`src/rtl/fb_wbuf_pkg.sv`:
```
// Shared types and constants for the framebuffer DDRAM write-posting buffer.
package fb_wbuf_pkg;

  localparam int WBUF_AW = 29;

  localparam logic [7:0]  DDRAM_BURST_1 = 8'd1;
  localparam logic [15:0] DROP_CNT_MAX  = 16'hFFFF;

  typedef struct packed {
    logic [WBUF_AW-1:0] addr;
    logic [63:0]        din;
    logic [7:0]         be;
  } wbuf_entry_t;

endpackage

```
`src/rtl/fb_wbuf_fifo.sv`:
```
// Synchronous FIFO of write entries; only the pointers and level are reset,
// the storage array is left uninitialised.
module fb_wbuf_fifo
  import fb_wbuf_pkg::*;
#(
  parameter int DEPTH = 16
) (
  input  logic                   clk,
  input  logic                   rst_n,
  input  logic                   push,
  input  logic                   pop,
  input  wbuf_entry_t            din,
  output logic [$clog2(DEPTH):0] level,
  output logic                   full,
  output logic                   empty,
  output wbuf_entry_t            head
);

  localparam int PW = $clog2(DEPTH);
  localparam int LW = PW + 1;

  wbuf_entry_t   r_mem [DEPTH];
  logic [PW-1:0] r_wr_ptr;
  logic [PW-1:0] r_rd_ptr;
  logic [LW-1:0] r_level;

  always_ff @(posedge clk) begin
    if (push) r_mem[r_wr_ptr] <= din;
  end

  // Pointers are exactly PW bits wide, so they wrap modulo DEPTH for free.
  always_ff @(posedge clk or negedge rst_n) begin
    if (!rst_n) begin
      r_wr_ptr <= '0;
      r_rd_ptr <= '0;
      r_level  <= '0;
    end else begin
      if (push) r_wr_ptr <= r_wr_ptr + 1'b1;
      if (pop)  r_rd_ptr <= r_rd_ptr + 1'b1;
      r_level <= r_level + LW'(push) - LW'(pop);
    end
  end

  assign level = r_level;
  assign full  = (r_level == LW'(DEPTH));
  assign empty = (r_level == '0);
  assign head  = r_mem[r_rd_ptr];

endmodule

```
`src/rtl/fb_ddr_wbuf.sv`:
```
// Write-posting buffer between the rotated-framebuffer writer and the DDRAM port.
// Optional same-address merge collector enabled by defining FB_WBUF_MERGE_EN.
module fb_ddr_wbuf
  import fb_wbuf_pkg::*;
#(
  parameter int DEPTH        = 16,
  parameter int AW           = WBUF_AW,
  parameter int FLUSH_CYCLES = 8
) (
  input  logic                   CLK_VIDEO,
  input  logic                   RESET_N,
  input  logic                   in_we,
  input  logic [AW-1:0]          in_addr,
  input  logic [63:0]            in_din,
  input  logic [7:0]             in_be,
  output logic                   in_ready,
  input  logic                   flush,
  input  logic                   clr_ovf,
  output logic                   overflow,
  output logic [15:0]            drop_cnt,
  output logic [$clog2(DEPTH):0] level,
  output logic                   DDRAM_CLK,
  input  logic                   DDRAM_BUSY,
  output logic [7:0]             DDRAM_BURSTCNT,
  output logic [AW-1:0]          DDRAM_ADDR,
  output logic [63:0]            DDRAM_DIN,
  output logic [7:0]             DDRAM_BE,
  output logic                   DDRAM_WE,
  output logic                   DDRAM_RD
);

  localparam int LW = $clog2(DEPTH) + 1;

  wbuf_entry_t   w_new;
  wbuf_entry_t   w_push_data;
  wbuf_entry_t   w_head;
  logic          w_push_req;
  logic          w_push;
  logic          w_pop;
  logic          w_drop;
  logic          w_full;
  logic          w_empty;
  logic          w_ddr_we;
  logic [LW-1:0] w_level;
  logic [LW-1:0] w_level_nxt;

  logic          r_in_ready;
  logic          r_overflow;
  logic [15:0]   r_drop_cnt;

  assign w_new = '{addr: in_addr, din: in_din, be: in_be};

`ifdef FB_WBUF_MERGE_EN
  localparam int IW = $clog2(FLUSH_CYCLES) + 1;

  wbuf_entry_t   r_col;
  logic          r_col_valid;
  logic [IW-1:0] r_idle;
  wbuf_entry_t   w_merged;
  logic          w_same;
  logic          w_timeout;

  assign w_same    = r_col_valid && (r_col.addr == in_addr);
  assign w_timeout = (r_idle == IW'(FLUSH_CYCLES - 1));

  // New bytes override old ones; untouched bytes keep the collected data.
  always_comb begin
    w_merged      = r_col;
    w_merged.addr = in_addr;
    w_merged.be   = r_col.be | in_be;
    for (int b = 0; b < 8; b++) begin
      if (in_be[b]) w_merged.din[8*b +: 8] = in_din[8*b +: 8];
    end
  end

  always_comb begin
    w_push_req  = 1'b0;
    w_push_data = r_col;
    if (in_we) begin
      if (w_same) begin
        w_push_req  = flush;
        w_push_data = w_merged;
      end else if (r_col_valid) begin
        w_push_req  = 1'b1;
      end else begin
        w_push_req  = flush;
        w_push_data = w_new;
      end
    end else if (r_col_valid && (flush || w_timeout)) begin
      w_push_req = 1'b1;
    end
  end

  // A different-address write with flush can only push the old entry this
  // cycle; the new one stays collected and flushes later.
  always_ff @(posedge CLK_VIDEO or negedge RESET_N) begin
    if (!RESET_N) begin
      r_col       <= '0;
      r_col_valid <= 1'b0;
      r_idle      <= '0;
    end else if (in_we) begin
      r_idle <= '0;
      r_col  <= w_same ? w_merged : w_new;
      r_col_valid <= !(flush && (w_same || !r_col_valid));
    end else if (r_col_valid) begin
      if (flush || w_timeout) begin
        r_col_valid <= 1'b0;
        r_idle      <= '0;
      end else begin
        r_idle <= r_idle + 1'b1;
      end
    end
  end
`else
  logic w_unused_merge;

  assign w_push_req     = in_we;
  assign w_push_data    = w_new;
  assign w_unused_merge = flush ^ (FLUSH_CYCLES != 0);
`endif

  fb_wbuf_fifo #(.DEPTH(DEPTH)) u_fifo (
    .clk   (CLK_VIDEO),
    .rst_n (RESET_N),
    .push  (w_push),
    .pop   (w_pop),
    .din   (w_push_data),
    .level (w_level),
    .full  (w_full),
    .empty (w_empty),
    .head  (w_head)
  );

  // Handshake: the head is offered with DDRAM_WE while the FIFO is non-empty
  // and transfers on any cycle with DDRAM_WE & ~DDRAM_BUSY; it holds otherwise.
  assign w_ddr_we    = !w_empty;
  assign w_pop       = w_ddr_we && !DDRAM_BUSY;
  assign w_push      = w_push_req && (!w_full || w_pop);
  assign w_drop      = w_push_req && w_full && !w_pop;
  assign w_level_nxt = w_level + LW'(w_push) - LW'(w_pop);

  always_ff @(posedge CLK_VIDEO or negedge RESET_N) begin
    if (!RESET_N) begin
      r_in_ready <= 1'b1;
      r_overflow <= 1'b0;
      r_drop_cnt <= '0;
    end else begin
      r_in_ready <= (w_level_nxt < LW'(DEPTH));
      if (w_drop) begin
        r_overflow <= 1'b1;
        if (clr_ovf)                          r_drop_cnt <= 16'd1;
        else if (r_drop_cnt != DROP_CNT_MAX)  r_drop_cnt <= r_drop_cnt + 16'd1;
      end else if (clr_ovf) begin
        r_overflow <= 1'b0;
        r_drop_cnt <= '0;
      end
    end
  end

  assign in_ready       = r_in_ready;
  assign overflow       = r_overflow;
  assign drop_cnt       = r_drop_cnt;
  assign level          = w_level;
  assign DDRAM_CLK      = CLK_VIDEO;
  assign DDRAM_BURSTCNT = DDRAM_BURST_1;
  assign DDRAM_RD       = 1'b0;
  assign DDRAM_WE       = w_ddr_we;
  assign DDRAM_ADDR     = w_ddr_we ? w_head.addr : '0;
  assign DDRAM_DIN      = w_ddr_we ? w_head.din  : '0;
  assign DDRAM_BE       = w_ddr_we ? w_head.be   : '0;

endmodule
```
`config.mk`:
```
export PLATFORM = sky130hd
export DESIGN_NAME = fb_ddr_wbuf
export DESIGN_NICKNAME = d
export VERILOG_FILES = /design/src/rtl/fb_wbuf_pkg.sv /design/src/rtl/fb_wbuf_fifo.sv /design/src/rtl/fb_ddr_wbuf.sv
export SDC_FILE = /design/constraint.sdc
export NUM_CORES = 2
export LEC_CHECK = 0
export ABC_AREA = 0
export BUFFER_PORTS_ARGS = -buffer_cell sky130_fd_sc_hd__buf_4
export CAP_MARGIN = 20
export CORE_MARGIN = 2
export CORE_UTILIZATION = 40
export CTS_CLUSTER_SIZE = 20
export DETAILED_ROUTE_END_ITERATION = 6
export GPL_TIMING_DRIVEN = 1
export PLACE_DENSITY = 0.62
export SETUP_SLACK_MARGIN = 0.2
export SLEW_MARGIN = 0
export SYNTH_ARGS = -nofsm -noshare
export SYNTH_HDL_FRONTEND = slang
export SYNTH_SLANG_ARGS = --single-unit
```
`constraint.sdc`:
```
create_clock -name CLK_VIDEO -period 9.2 [get_ports CLK_VIDEO]
set_clock_uncertainty 0.2 [all_clocks]
set_input_delay 2.3 -clock CLK_VIDEO [delete_from_list [all_inputs] [get_ports CLK_VIDEO]]
set_output_delay 2.3 -clock CLK_VIDEO [all_outputs]
set_load 0.1 [all_outputs]
```
==> metrics.txt <==
# TYPE chip_impl_metric gauge
chip_impl_metric{name="seqPwrFrac",unit="%"} 35.9
chip_impl_metric{name="grt_start_max_net_pins",unit=""} 159
chip_impl_info{name="cpLargestDelayFamily",value="buffers and inverters"} 1
chip_impl_metric{name="cellPowerDensity",unit="mW/mm^2"} 357
chip_impl_info{name="crit_path_top_delay_cell",value="buf_4"} 1
chip_impl_metric{name="drv.max_cap_violation_count",unit=""} 0
chip_impl_metric{name="placeableCoreArea",unit="sq mm"} 0.156
chip_impl_metric{name="remaining_drc_errors",unit=""} 0
chip_impl_metric{name="final_design_area_no_fill",unit="sq mm"} 0.0727
chip_impl_metric{name="fp-row-count",unit=""} 145
chip_impl_metric{name="ys_seq_elements",unit=""} 1647
chip_impl_metric{name="report.final.hold_viol_count",unit=""} 0
chip_impl_metric{name="first_pass_iters",unit=""} 7
chip_impl_info{name="synth_ff_type",value="edfxtp_1"} 1
chip_impl_metric{name="regToRegSetupSlack",unit="ns"} 5.26
chip_impl_metric{name="final.hold.worst_slack",unit="ns"} 0.336
chip_impl_metric{name="design.die.area",unit="sq mm"} 0.161
chip_impl_info{name="synth_area_leader_cell",value="edfxtp_1"} 1
chip_impl_metric{name="leakage",unit="uW"} 0.0235
chip_impl_metric{name="postSynthCellCount",unit=""} 2671
chip_impl_metric{name="relative_contribution_of_combinational_cells_to_total_power",unit="%"} 38.4
chip_impl_metric{name="top_area_cell_type_share_of_the_netlist_area",unit="%"} 76.9
chip_impl_metric{name="number_of_setup_violations_in_the_final_report",unit=""} 0
chip_impl_metric{name="clk_pin_slew",unit="ns"} 0.06
chip_impl_info{name="post_synth_main_area_contributors",value="edfxtp_1, mux4_2, mux2i_1"} 1
chip_impl_metric{name="detailroute.via_count",unit=""} 28500
chip_impl_metric{name="detailed_router_s_first_iteration_violation_count",unit=""} 2586
chip_impl_metric{name="share_clk_of_total_power",unit="%"} 25.7
chip_impl_metric{name="chipHeight",unit="um"} 401
chip_impl_metric{name="fin_tns_setup",unit="ns"} 0
chip_impl_metric{name="synth-warning-count",unit=""} 0
chip_impl_metric{name="synth-async-reset-ratio",unit="%"} 1.88
chip_impl_metric{name="p_switching",unit="uW"} 10100
chip_impl_info{name="timing.critical_path.cells",value="clkbuf_16 -> clkbuf_16 -> buf_4"} 1
chip_impl_metric{name="die_x",unit="um"} 401
chip_impl_metric{name="seq_area_frac_synth",unit="%"} 78.1
chip_impl_metric{name="path_buf_inv",unit=""} 3
chip_impl_metric{name="buffer_ports.inserted",unit=""} 231
chip_impl_metric{name="final_layout_size_suffix_gt1_share",unit="%"} 30.9
chip_impl_metric{name="viasPerCell",unit=""} 5.48
chip_impl_metric{name="final_hpwl_from_detailed_placement",unit="um"} 70600
chip_impl_info{name="critical_path_class",value="clock port to primary output"} 1
chip_impl_metric{name="compound_gate_portion_of_the_synthesized_area",unit="%"} 1.30
chip_impl_info{name="worstSetupEndpointType",value="primary output"} 1
chip_impl_metric{name="muxShareOfSynthArea",unit="%"} 17.7
chip_impl_metric{name="max_slew_margin",unit="%"} 19.7
chip_impl_metric{name="cts_repair_resize_count",unit=""} 0
chip_impl_metric{name="synth-xor-area-share",unit="%"} 0.153
chip_impl_info{name="hold_path.class",value="flop to flop"} 1
chip_impl_metric{name="grt_first_pass_wirelength",unit="um"} 206000
chip_impl_metric{name="global_route.overflow_total",unit=""} 0
chip_impl_metric{name="synthAdderAreaFrac",unit="%"} 0.270
chip_impl_metric{name="critPathMaxFanout",unit=""} 2
chip_impl_metric{name="ioPinCount",unit=""} 242
chip_impl_metric{name="max_transition_viols_final",unit=""} 0
chip_impl_metric{name="syn_area_per_cell",unit="sq um"} 23.6
chip_impl_metric{name="ir_worst_vdd",unit="V"} 0.000484
chip_impl_metric{name="synth_simple_gate_area_share",unit="%"} 0.912
chip_impl_info{name="crit_path_frequent_cell",value="clkbuf_16"} 1
chip_impl_metric{name="worstMarginPinSlew",unit="ns"} 1.20
chip_impl_metric{name="clk_latency",unit="ns"} 0.92
chip_impl_metric{name="post-cts-setup-buffer-count",unit=""} 0
chip_impl_metric{name="gr-usage-all-layers",unit="%"} 17.6
chip_impl_metric{name="grt_pass1_vias",unit=""} 29668
chip_impl_metric{name="area_growth_syn_to_layout",unit="%"} 15.3
chip_impl_metric{name="cpPeakStageDelay",unit="ns"} 0.22
chip_impl_metric{name="route.antenna.remaining_nets",unit=""} 0
chip_impl_metric{name="required",unit="ns"} 6.70
chip_impl_info{name="grt_setup_unrepaired",value="false"} 1
chip_impl_metric{name="cell_area_synth",unit="sq mm"} 0.0631
chip_impl_metric{name="wire_per_inst",unit="um"} 27.4
chip_impl_metric{name="cts_hold_repair.buffers",unit=""} 0
chip_impl_metric{name="placer_congestion",unit=""} 0.698
chip_impl_metric{name="antenna_found_initial",unit=""} 13
chip_impl_info{name="clock_tree_from_tritoncts",value="done"} 1
chip_impl_metric{name="internal_power",unit="uW"} 15900
chip_impl_metric{name="routed_wl",unit="um"} 142000
chip_impl_metric{name="arrival",unit="ns"} 5.07
chip_impl_metric{name="placed_cell_area",unit="sq mm"} 0.0673
chip_impl_metric{name="synth_enable_flop_cells",unit=""} 1616
chip_impl_info{name="run_status",value="complete, no violations"} 1
chip_impl_info{name="setup.worst_path.start_class",value="clock port"} 1
chip_impl_metric{name="finalNetCount",unit=""} 3120
chip_impl_info{name="main_combinational_cell_family_by_area_after_synthesis",value="multiplexers"} 1
chip_impl_metric{name="initial_utilization",unit="%"} 40.3
chip_impl_metric{name="power.switching_fraction",unit="%"} 38.9
chip_impl_metric{name="post_synth_num_cell_types",unit=""} 54
-- through the flow --
| step | power, uW | util, % | instances | setup slack [ns] |
|---|---|---|---|---|
| final | 26000 | 46.5 | 5199 | 1.63 |
| after global routing | 27000 | 46.5 | 5198 | 1.62 |
| after CTS | 26400 | 46.5 | 5193 | 1.62 |
| after detailed placement | 19700 | 43.0 | 4882 | 1.89 |
| after global placement | 19700 | 43.0 | 4881 | 1.89 |
| after floorplan | 17400 | - | 2678 | 1.34 |
-- layout by cell type (no fill, tap or decap), types with 4 or more instances in the layout --
master,instances
xnor2_1,8
bufinv_16,8
clkbuf_16,175
clkinv_2,18
mux2_2,5
clkinv_8,6
nor3_4,4
clkinvlp_4,4
nand4_1,6
nor2b_1,5
mux4_2,404
nor4_1,4
nand2_1,13
buf_4,288
o31ai_1,6
inv_1,15
clkinv_1,42
clkbuf_1,44
or4_1,6
o22ai_1,101
edfxtp_1,1616
buf_12,9
ha_1,12
a21oi_1,12
mux2i_1,202
nor2_4,12
conb_1,9
dfrtp_1,27
inv_16,5
o21ai_0,5
diode_2,6
clkinv_4,5
nor2_1,9
-- power by group through the flow --
stage / logic (uW) / clock network, uW / registers [uW]
finish: 9980 / 6680 / 9340
global route: 10500 / 7120 / 9400
floorplan: 7820 / 41.0 / 9490
global placement: 10100 / 41.0 / 9470
CTS: 10200 / 6840 / 9350
detailed placement: 10200 / 41.0 / 9510
-- worst paths after layout --
kind                                             to  cells past startpoint            start
min in group asynchronous           u_fifo.level[4]                      1          RESET_N
worst min-delay path                       overflow                      2         overflow
max in group asynchronous        u_fifo.r_rd_ptr[1]                      1          RESET_N
worst max register to register  u_fifo.r_mem[7][17]                      8  u_fifo.level[2]
worst max-delay path                      DDRAM_CLK                      3        CLK_VIDEO
worst min register to register             overflow                      2         overflow
-- cell type report --
type,count,area (sq um)
multi-input combinational,865,13000
antenna,6,15.0
sequential,1647,49300
timing repair buffer,296,2330
tap,2058,2570
clock inverter,92,858
fill,12869,83700
clock buffer,220,4550
inverter,15,56.3
-- registers in the layout (all words and copies together), names as in the netlist --
name             cells
drop_cnt            16
in_ready             1
overflow             1
u_fifo.level         5
u_fifo.r_mem      1616
u_fifo.r_rd_ptr      4
u_fifo.r_wr_ptr      4
-- per-layer routing --
metal | vias up | share of wire (%) | global-route usage (%)
met4 | 16 | 1.7 | 4.66
met5 | - | 0.070 | 0
met3 | 186 | 5.9 | 3.76
met1 | 15443 | 43 | 24.5
li1 | 12079 | - | -
met2 | 776 | 49 | 28.2
-- synthesized netlist by cell type, types with 6 or more instances --
cell / count
buf_4: 48
buf_1: 8
edfxtp_1: 1616
nor2_1: 21
ha_1: 12
mux2i_1: 202
dfrtp_1: 30
o22ai_1: 101
nor3_1: 6
or4_1: 6
o31ai_1: 6
clkbuf_1: 22
a21oi_1: 12
xnor2_1: 8
nand2_1: 14
mux4_2: 404
inv_1: 15
nand4_1: 6
buf_2: 66
-- worst register-to-register path: stages, from the launching register on --
cell	delay, ns
dfrtp_1	0.38
inv_1	0.08
ha_1	0.22
nor3b_4	0.19
a31oi_2	0.20
buf_4	0.22
nand2_1	0.29
nor2_4	0.75
buf_4	0.98
-- cells by family after synthesis --
logic type / Yosys count
multiplexers: 611
XOR/XNOR: 11
buffers and inverters: 166
AO/OA/AOI/OAI: 131
AND/OR/NAND/NOR: 90
other: 2
flip-flops: 1647
adder cells (fa/ha/maj): 13
Note: power is estimated with default switching activity, not from simulation.
